<file path="config.mk">
export PLATFORM = sky130hd
export DESIGN_NAME = pipe_stage_reg_flat
export DESIGN_NICKNAME = d
export VERILOG_FILES = /design/src/rtl/pipe_pkg.sv /design/src/rtl/pipe_stage_reg_if.sv /design/src/rtl/pipe_stall_ctr.sv /design/src/rtl/pipe_stage_reg.sv /design/src/flat_wrapper.sv
export SDC_FILE = /design/constraint.sdc
export NUM_CORES = 1
export LEC_CHECK = 0
export CORE_AREA = 2 2 204 106
export DETAILED_ROUTE_END_ITERATION = 10
export DIE_AREA = 0 0 206 108
export GPL_TIMING_DRIVEN = 0
export HOLD_SLACK_MARGIN = 0.15
export PLACE_DENSITY = 0.81
export SYNTH_ARGS = -nofsm -noshare
export SYNTH_HDL_FRONTEND = slang
export SYNTH_SLANG_ARGS = --single-unit
</file>
<file path="constraint.sdc">
create_clock -name CLK -period 20.6 [get_ports CLK]
set_input_delay 4.12 -clock CLK [delete_from_list [all_inputs] [get_ports CLK]]
set_output_delay 4.12 -clock CLK [all_outputs]
set_load 0.01 [all_outputs]
</file>
<file path="src/rtl/pipe_pkg.sv">
// Shared pipeline-stage types: default widths, per-stage control layouts and their bubble encodings.
package pipe_pkg;

    localparam int unsigned PIPE_DATA_W = 96;
    localparam int unsigned PIPE_CTRL_W = 16;
    localparam int unsigned PIPE_CNT_W  = 16;

    typedef enum logic [3:0] {
        ALU_SLL  = 4'h0,
        ALU_SRL  = 4'h1,
        ALU_ADD  = 4'h2,
        ALU_SUB  = 4'h3,
        ALU_AND  = 4'h4,
        ALU_OR   = 4'h5,
        ALU_XOR  = 4'h6,
        ALU_NOR  = 4'h7,
        ALU_SLT  = 4'h8,
        ALU_SLTU = 4'h9
    } aluop_t;

    typedef struct packed {
        aluop_t     alu_ctr;
        logic       beq;
        logic       bne;
        logic       dren;
        logic       dwen;
        logic       reg_wr;
        logic       mem_to_reg;
        logic       halt;
        logic [4:0] rsvd;
    } idex_ctrl_t;

    // A bubble in ID/EX is an ADD with every side effect disabled.
    localparam idex_ctrl_t IDEX_NOP = '{alu_ctr: ALU_ADD, default: '0};

    typedef struct packed {
        logic                   valid;
        logic [PIPE_CTRL_W-1:0] ctrl;
        logic [PIPE_DATA_W-1:0] data;
    } stage_entry_t;

endpackage

</file>
<file path="src/rtl/pipe_stage_reg_if.sv">
// Valid/ready beat channel carrying one control field and one payload field.
interface pipe_stage_reg_if
    import pipe_pkg::*;
#(
    parameter int unsigned CTRL_W = PIPE_CTRL_W,
    parameter int unsigned DATA_W = PIPE_DATA_W
) ();
    logic              valid;
    logic              ready;
    logic [CTRL_W-1:0] ctrl;
    logic [DATA_W-1:0] data;

    modport master (output valid, output ctrl, output data, input  ready);
    modport slave  (input  valid, input  ctrl, input  data, output ready);
endinterface

</file>
<file path="src/rtl/pipe_stall_ctr.sv">
// Saturating event counter with synchronous clear taking priority over increment.
module pipe_stall_ctr #(
    parameter int unsigned CNT_W = 16
) (
    input  logic             CLK,
    input  logic             RST,
    input  logic             clr_i,
    input  logic             inc_i,
    output logic [CNT_W-1:0] cnt_o
);
    localparam logic [CNT_W-1:0] CNT_MAX = '1;

    logic [CNT_W-1:0] cnt_q;
    logic [CNT_W-1:0] cnt_d;

    always_comb begin
        cnt_d = cnt_q;
        if (clr_i) begin
            cnt_d = '0;
        end else if (inc_i && (cnt_q != CNT_MAX)) begin
            cnt_d = cnt_q + CNT_W'(1);
        end
    end

    always_ff @(posedge CLK or posedge RST) begin
        if (RST) begin
            cnt_q <= '0;
        end else begin
            cnt_q <= cnt_d;
        end
    end

    assign cnt_o = cnt_q;
endmodule

</file>
<file path="src/rtl/pipe_stage_reg.sv">
// Handshaked pipeline stage register with optional skid entry, flush-to-bubble and stall counter.
module pipe_stage_reg
    import pipe_pkg::*;
#(
    parameter int unsigned       DATA_W   = PIPE_DATA_W,
    parameter int unsigned       CTRL_W   = PIPE_CTRL_W,
    parameter logic [CTRL_W-1:0] CTRL_NOP = '0,
    parameter bit                SKID     = 1'b1,
    parameter int unsigned       CNT_W    = PIPE_CNT_W
) (
    input  logic                    CLK,
    input  logic                    RST,
    input  logic                    en,
    input  logic                    flush,
    pipe_stage_reg_if.slave         in_if,
    pipe_stage_reg_if.master        out_if,
    output logic [1:0]              occupancy,
    input  logic                    perf_clr,
    output logic [CNT_W-1:0]        stall_cnt
);
    typedef struct packed {
        logic              valid;
        logic [CTRL_W-1:0] ctrl;
        logic [DATA_W-1:0] data;
    } entry_t;

    localparam entry_t ENTRY_NOP = '{valid: 1'b0, ctrl: CTRL_NOP, data: '0};

    entry_t     m_q, m_d;
    entry_t     s_q, s_d;
    logic [1:0] occ_q, occ_d;
    entry_t     in_beat;
    logic       in_ready_c;
    logic       accept;
    logic       drain;

    assign in_beat    = '{valid: 1'b1, ctrl: in_if.ctrl, data: in_if.data};
    assign in_ready_c = SKID ? ~s_q.valid : (~m_q.valid | out_if.ready);
    assign accept     = en & in_if.valid & in_ready_c;
    assign drain      = en & m_q.valid & out_if.ready;

    // Next-state for main/skid entries; S only ever fills behind a valid M.
    always_comb begin
        m_d = m_q;
        s_d = s_q;
        if (en) begin
            if (flush) begin
                m_d = ENTRY_NOP;
                s_d = ENTRY_NOP;
            end else if (SKID) begin
                if (!m_q.valid) begin
                    if (accept) m_d = in_beat;
                end else if (drain) begin
                    if (s_q.valid) begin
                        m_d = s_q;
                        s_d = ENTRY_NOP;
                    end else if (accept) begin
                        m_d = in_beat;
                    end else begin
                        m_d = ENTRY_NOP;
                    end
                end else if (accept) begin
                    s_d = in_beat;
                end
            end else begin
                if (accept) begin
                    m_d = in_beat;
                end else if (drain) begin
                    m_d = ENTRY_NOP;
                end
                s_d = ENTRY_NOP;
            end
        end
        occ_d = 2'(m_d.valid) + 2'(s_d.valid);
    end

    always_ff @(posedge CLK or posedge RST) begin
        if (RST) begin
            m_q   <= ENTRY_NOP;
            s_q   <= ENTRY_NOP;
            occ_q <= 2'd0;
        end else begin
            m_q   <= m_d;
            s_q   <= s_d;
            occ_q <= occ_d;
        end
    end

    pipe_stall_ctr #(.CNT_W(CNT_W)) u_stall_ctr (
        .CLK   (CLK),
        .RST   (RST),
        .clr_i (perf_clr),
        .inc_i (en & m_q.valid & ~out_if.ready & ~flush),
        .cnt_o (stall_cnt)
    );

    assign in_if.ready  = in_ready_c;
    assign out_if.valid = m_q.valid;
    assign out_if.ctrl  = m_q.ctrl;
    assign out_if.data  = m_q.data;
    assign occupancy    = occ_q;
endmodule

</file>
<file path="src/flat_wrapper.sv">
// flat-port wrapper written by rule: the top's interface ports become plain ports
module pipe_stage_reg_flat import pipe_pkg::*;
#(
    parameter int unsigned       DATA_W   = PIPE_DATA_W,
    parameter int unsigned       CTRL_W   = PIPE_CTRL_W,
    parameter logic [CTRL_W-1:0] CTRL_NOP = '0,
    parameter bit                SKID     = 1'b1,
    parameter int unsigned       CNT_W    = PIPE_CNT_W
)
  (CLK, RST, en, flush, occupancy, perf_clr, stall_cnt, in_if_valid, in_if_ctrl, in_if_data, in_if_ready, out_if_valid, out_if_ctrl, out_if_data, out_if_ready);
  pipe_stage_reg_if #(.CTRL_W(CTRL_W), .DATA_W(DATA_W)) in_if_i ();
  pipe_stage_reg_if #(.CTRL_W(CTRL_W), .DATA_W(DATA_W)) out_if_i ();
  input  logic CLK;
  input  logic RST;
  input  logic en;
  input  logic flush;
  output logic [1:0] occupancy;
  input  logic perf_clr;
  output logic [CNT_W-1:0] stall_cnt;
  input wire logic [$bits(in_if_i.valid)-1:0] in_if_valid;
  input wire logic [$bits(in_if_i.ctrl)-1:0] in_if_ctrl;
  input wire logic [$bits(in_if_i.data)-1:0] in_if_data;
  output wire logic [$bits(in_if_i.ready)-1:0] in_if_ready;
  output wire logic [$bits(out_if_i.valid)-1:0] out_if_valid;
  output wire logic [$bits(out_if_i.ctrl)-1:0] out_if_ctrl;
  output wire logic [$bits(out_if_i.data)-1:0] out_if_data;
  input wire logic [$bits(out_if_i.ready)-1:0] out_if_ready;
  assign in_if_i.valid = in_if_valid;
  assign in_if_i.ctrl = in_if_ctrl;
  assign in_if_i.data = in_if_data;
  assign in_if_ready = in_if_i.ready;
  assign out_if_valid = out_if_i.valid;
  assign out_if_ctrl = out_if_i.ctrl;
  assign out_if_data = out_if_i.data;
  assign out_if_i.ready = out_if_ready;
  pipe_stage_reg #(.DATA_W(DATA_W), .CTRL_W(CTRL_W), .CTRL_NOP(CTRL_NOP), .SKID(SKID), .CNT_W(CNT_W)) u_core (.CLK(CLK), .RST(RST), .en(en), .flush(flush), .in_if(in_if_i), .out_if(out_if_i), .occupancy(occupancy), .perf_clr(perf_clr), .stall_cnt(stall_cnt));
endmodule
</file>
==> load_flow_metrics.sql <==
INSERT INTO impl_metrics (metric_group, metric, value, unit) VALUES
('run_status', 'outcome', 'finished clean', ''),
('worst_setup_path', 'crit_buf_inv', '2', ''),
('detailed_routing', 'wire_length_reported_by_the_detailed_router', '28600', 'µm'),
('synth', 'netlist.area_leader.share', '60.7', '%'),
('cells_and_area', 'area_growth_syn_to_layout', '35.8', '%'),
('clock_network', 'cts.root.buffer_cell', 'clkbuf_16', ''),
('synth', 'synth-edff-count', '0', ''),
('clock_network', 'cts_repair_resize_count', '0', ''),
('cells_and_area', 'final_common_cell', 'clkdlybuf4s50_1', ''),
('clock_network', 'htreeDepth', '1', ''),
('synth', 'synth_xor_xnor_area_share', '0', '%'),
('detailed_routing', 'routed_antenna_nets', '0', ''),
('min_path', 'hold_path.class', 'reg2reg', ''),
('floorplanning', 'floorplan.die_area', '0.0222', 'mm²'),
('synth', 'synthesized_area_per_cell', '13.0', 'µm²'),
('floorplanning', 'die_width', '206', 'µm'),
('cells_and_area', 'drive_above_1_share', '8.86', '%'),
('synth', 'synth_fp_nets', '896', ''),
('synth', 'postSynthRegisterBits', '244', ''),
('synth', 'synth.cell_area', '0.0101', 'mm²'),
('cells_and_area', 'layout.core_utilization', '67.4', '%'),
('grt', 'grt_first_pass_wirelength', '44800', 'µm'),
('synth', 'synth-seq-area-share', '60.7', '%'),
('sta', 'clock-skew-final', '0.0126', 'ns'),
('worst_setup_path', 'arrival', '1.66', 'ns'),
('synth', 'synth_area_leader_cell', 'dfrtp_1', ''),
('worst_setup_path', 'critPathCaptureType', 'output port', ''),
('worst_setup_path', 'worst_ep_required_time', '16.48', 'ns'),
('sta', 'fmaxAchievable', '173', 'MHz'),
('cells_and_area', 'mostFrequentLayoutCells', 'clkdlybuf4s50_1 (247), dfrtp_1 (244), a22oi_1 (112), o2bb2ai_1 (112), a22o_1 (112)', ''),
('floorplanning', 'num_io_pins', '251', ''),
('floorplanning', 'core_area', '0.0203', 'mm²'),
('cells_and_area', 'stdcell_count', '1335', ''),
('synth', 'postSynth.asyncResetShare', '100', '%'),
('placement', 'pre_cts_ws', '14.37', 'ns'),
('grt', 'grt_use_total', '25.4', '%'),
('worst_setup_path', 'worstSetupStartpointType', 'register', ''),
('grt', 'grt_start_max_net_pins', '132', ''),
('placement', 'placed_cells', '1296', ''),
('placement', 'detailedPlacementHpwl', '19700', 'µm'),
('grt', 'antenna_found_initial', '0', ''),
('clock_network', 'post_cts_buffers', '0', ''),
('worst_setup_path', 'crit_path_cell_trace', 'inv_1 > clkdlybuf4s50_1', ''),
('sta', 'totalNegativeSetupSlack', '0', 'ns'),
('sta', 'hold-worst-slack', '0.485', 'ns'),
('detailed_routing', 'initialDrtViolationCount', '719', ''),
('floorplanning', 'placementRows', '37', ''),
('synth', 'postSynthCellCount', '775', ''),
('sta', 'setup_viol_count_final', '0', ''),
('pwr', 'peakVddDrop', '0.0000562', 'V'),
('floorplanning', 'floorplan.die.height', '108', 'µm'),
('floorplanning', 'initial_utilization', '49.6', '%'),
('worst_setup_path', 'timing_worst_setup_path_type', 'reg2out', ''),
('cells_and_area', 'filler_cell_count_in_the_final_layout', '1502', ''),
('pwr', 'leakagePower', '0.00585', 'µW'),
('detailed_routing', 'dr.pass1.iters', '5', ''),
('sta', 'final-max-slew-violation-count', '0', ''),
('clock_network', 'clock_tree.buffer_depth', '3', ''),
('sta', 'rsz_0062_raised_after_global_routing', 'no', ''),
('synth', 'multiplexer_share_of_the_synthesized_area', '0.659', '%'),
('placement', 'io_buffers', '247', ''),
('clock_network', 'cts.clk_slew.worst_paths', '0.06', 'ns'),
('worst_setup_path', 'critPathSlowestCell', 'clkdlybuf4s50_1', ''),
('sta', 'final.min_clock_period', '5.78', 'ns'),
('detailed_routing', 'vias_per_cell', '6.07', ''),
('worst_setup_path', 'critical_path.reg2reg.startpoint', 'u_core.u_stall_ctr.cnt_o[0]$_DFFE_PP0P_', ''),
('placement', 'place.gp.congestion', '0.819', ''),
('clock_network', 'cts_inserted_buffers', '22', ''),
('detailed_routing', 'routed-via-count', '8099', ''),
('grt', 'first_global_vias', '8213', ''),
('clock_network', 'tritoncts_clock_tree', 'built', '');
metrics by stage:
| step | total power [µW] | cell area, µm² |
|---|---|---|
| 2_1_floorplan | 644 | 10100 |
| 3_3_place_gp | 759 | 12900 |
| 3_5_place_dp | 765 | 12900 |
| 4_1_cts | 1200 | 13700 |
| 5_1_grt | 1240 | 13700 |
| 6_report | 1190 | 13700 |
routing by layer:
metal	part of all wire (%)	global-route usage [%]
met1	44	35.7
met3	6.1	5.24
met2	47	39.9
met5	0	0
met4	3.2	8.42
power breakdown:
part           internal (µW)  switching (µW)
clock                    253             183
combinational            109             103
sequential               520            25.6
total                    882             312
synth_stat cells, drive strengths merged, types with 2 or more instances:
master	number
a211oi	3
a21oi	11
a22o	112
a22oi	112
and2	2
and3	4
buf	49
clkbuf	34
dfrtp	244
ha	2
inv	8
mux2	5
nand2	12
nand3	7
nand4	6
nor2	7
nor2b	7
nor3	5
nor3b	3
o21ai	8
o2bb2ai	112
o311ai	2
o31ai	2
o41ai	2
or3	2
or4	2
cells by family after synthesis:
family | Yosys count
buf+inv | 91
mux | 6
simple gates | 65
fa+ha+maj | 2
flops | 244
compound gates | 367
worst reg2reg max path: stages (launching register included):
cell,delay (ns)
dfrtp_1,0.44
ha_1,0.24
and3_1,0.18
buf_2,0.16
and2_0,0.14
clkbuf_1,0.17
a211oi_1,0.33
mux2_2,0.37
area by class of cell:
type,count,area [µm²],area share (%)
sequential,244,6110,44.7
multi-input combinational,440,3480,25.5
timing repair buffer,248,2500,18.3
clock buffer,30,632,4.62
buffer,83,443,3.24
tap,273,342,2.50
clock inverter,8,120,0.879
inverter,8,37.5,0.275
antenna,1,2.50,0.0183
sequential cells by signal (all words and copies together), names as in the netlist, named ones only:
| register | count |
|---|---|
| u_core.occupancy | 2 |
| u_core.out_if.ctrl | 16 |
| u_core.out_if.data | 96 |
| u_core.s_q | 113 |
| u_core.u_stall_ctr.cnt_o | 16 |
final timing paths:
check	slack, ns	cells after the start	to
worst max-delay path	14.82	2	in_if_ready
worst min-delay path	0.48	1	u_core.out_if.data[93]$_DFFE_PP0P_
worst max register to register	18.46	7	u_core.u_stall_ctr.cnt_o[9]$_DFFE_PP0P_
worst min register to register	0.48	1	u_core.out_if.data[93]$_DFFE_PP0P_
max in group asynchronous	15.36	3	u_core.s_q[109]$_DFFE_PP0P_
min in group asynchronous	4.14	2	u_core.out_if.data[63]$_DFFE_PP0P_
Note: power is estimated with default switching activity, not from simulation.
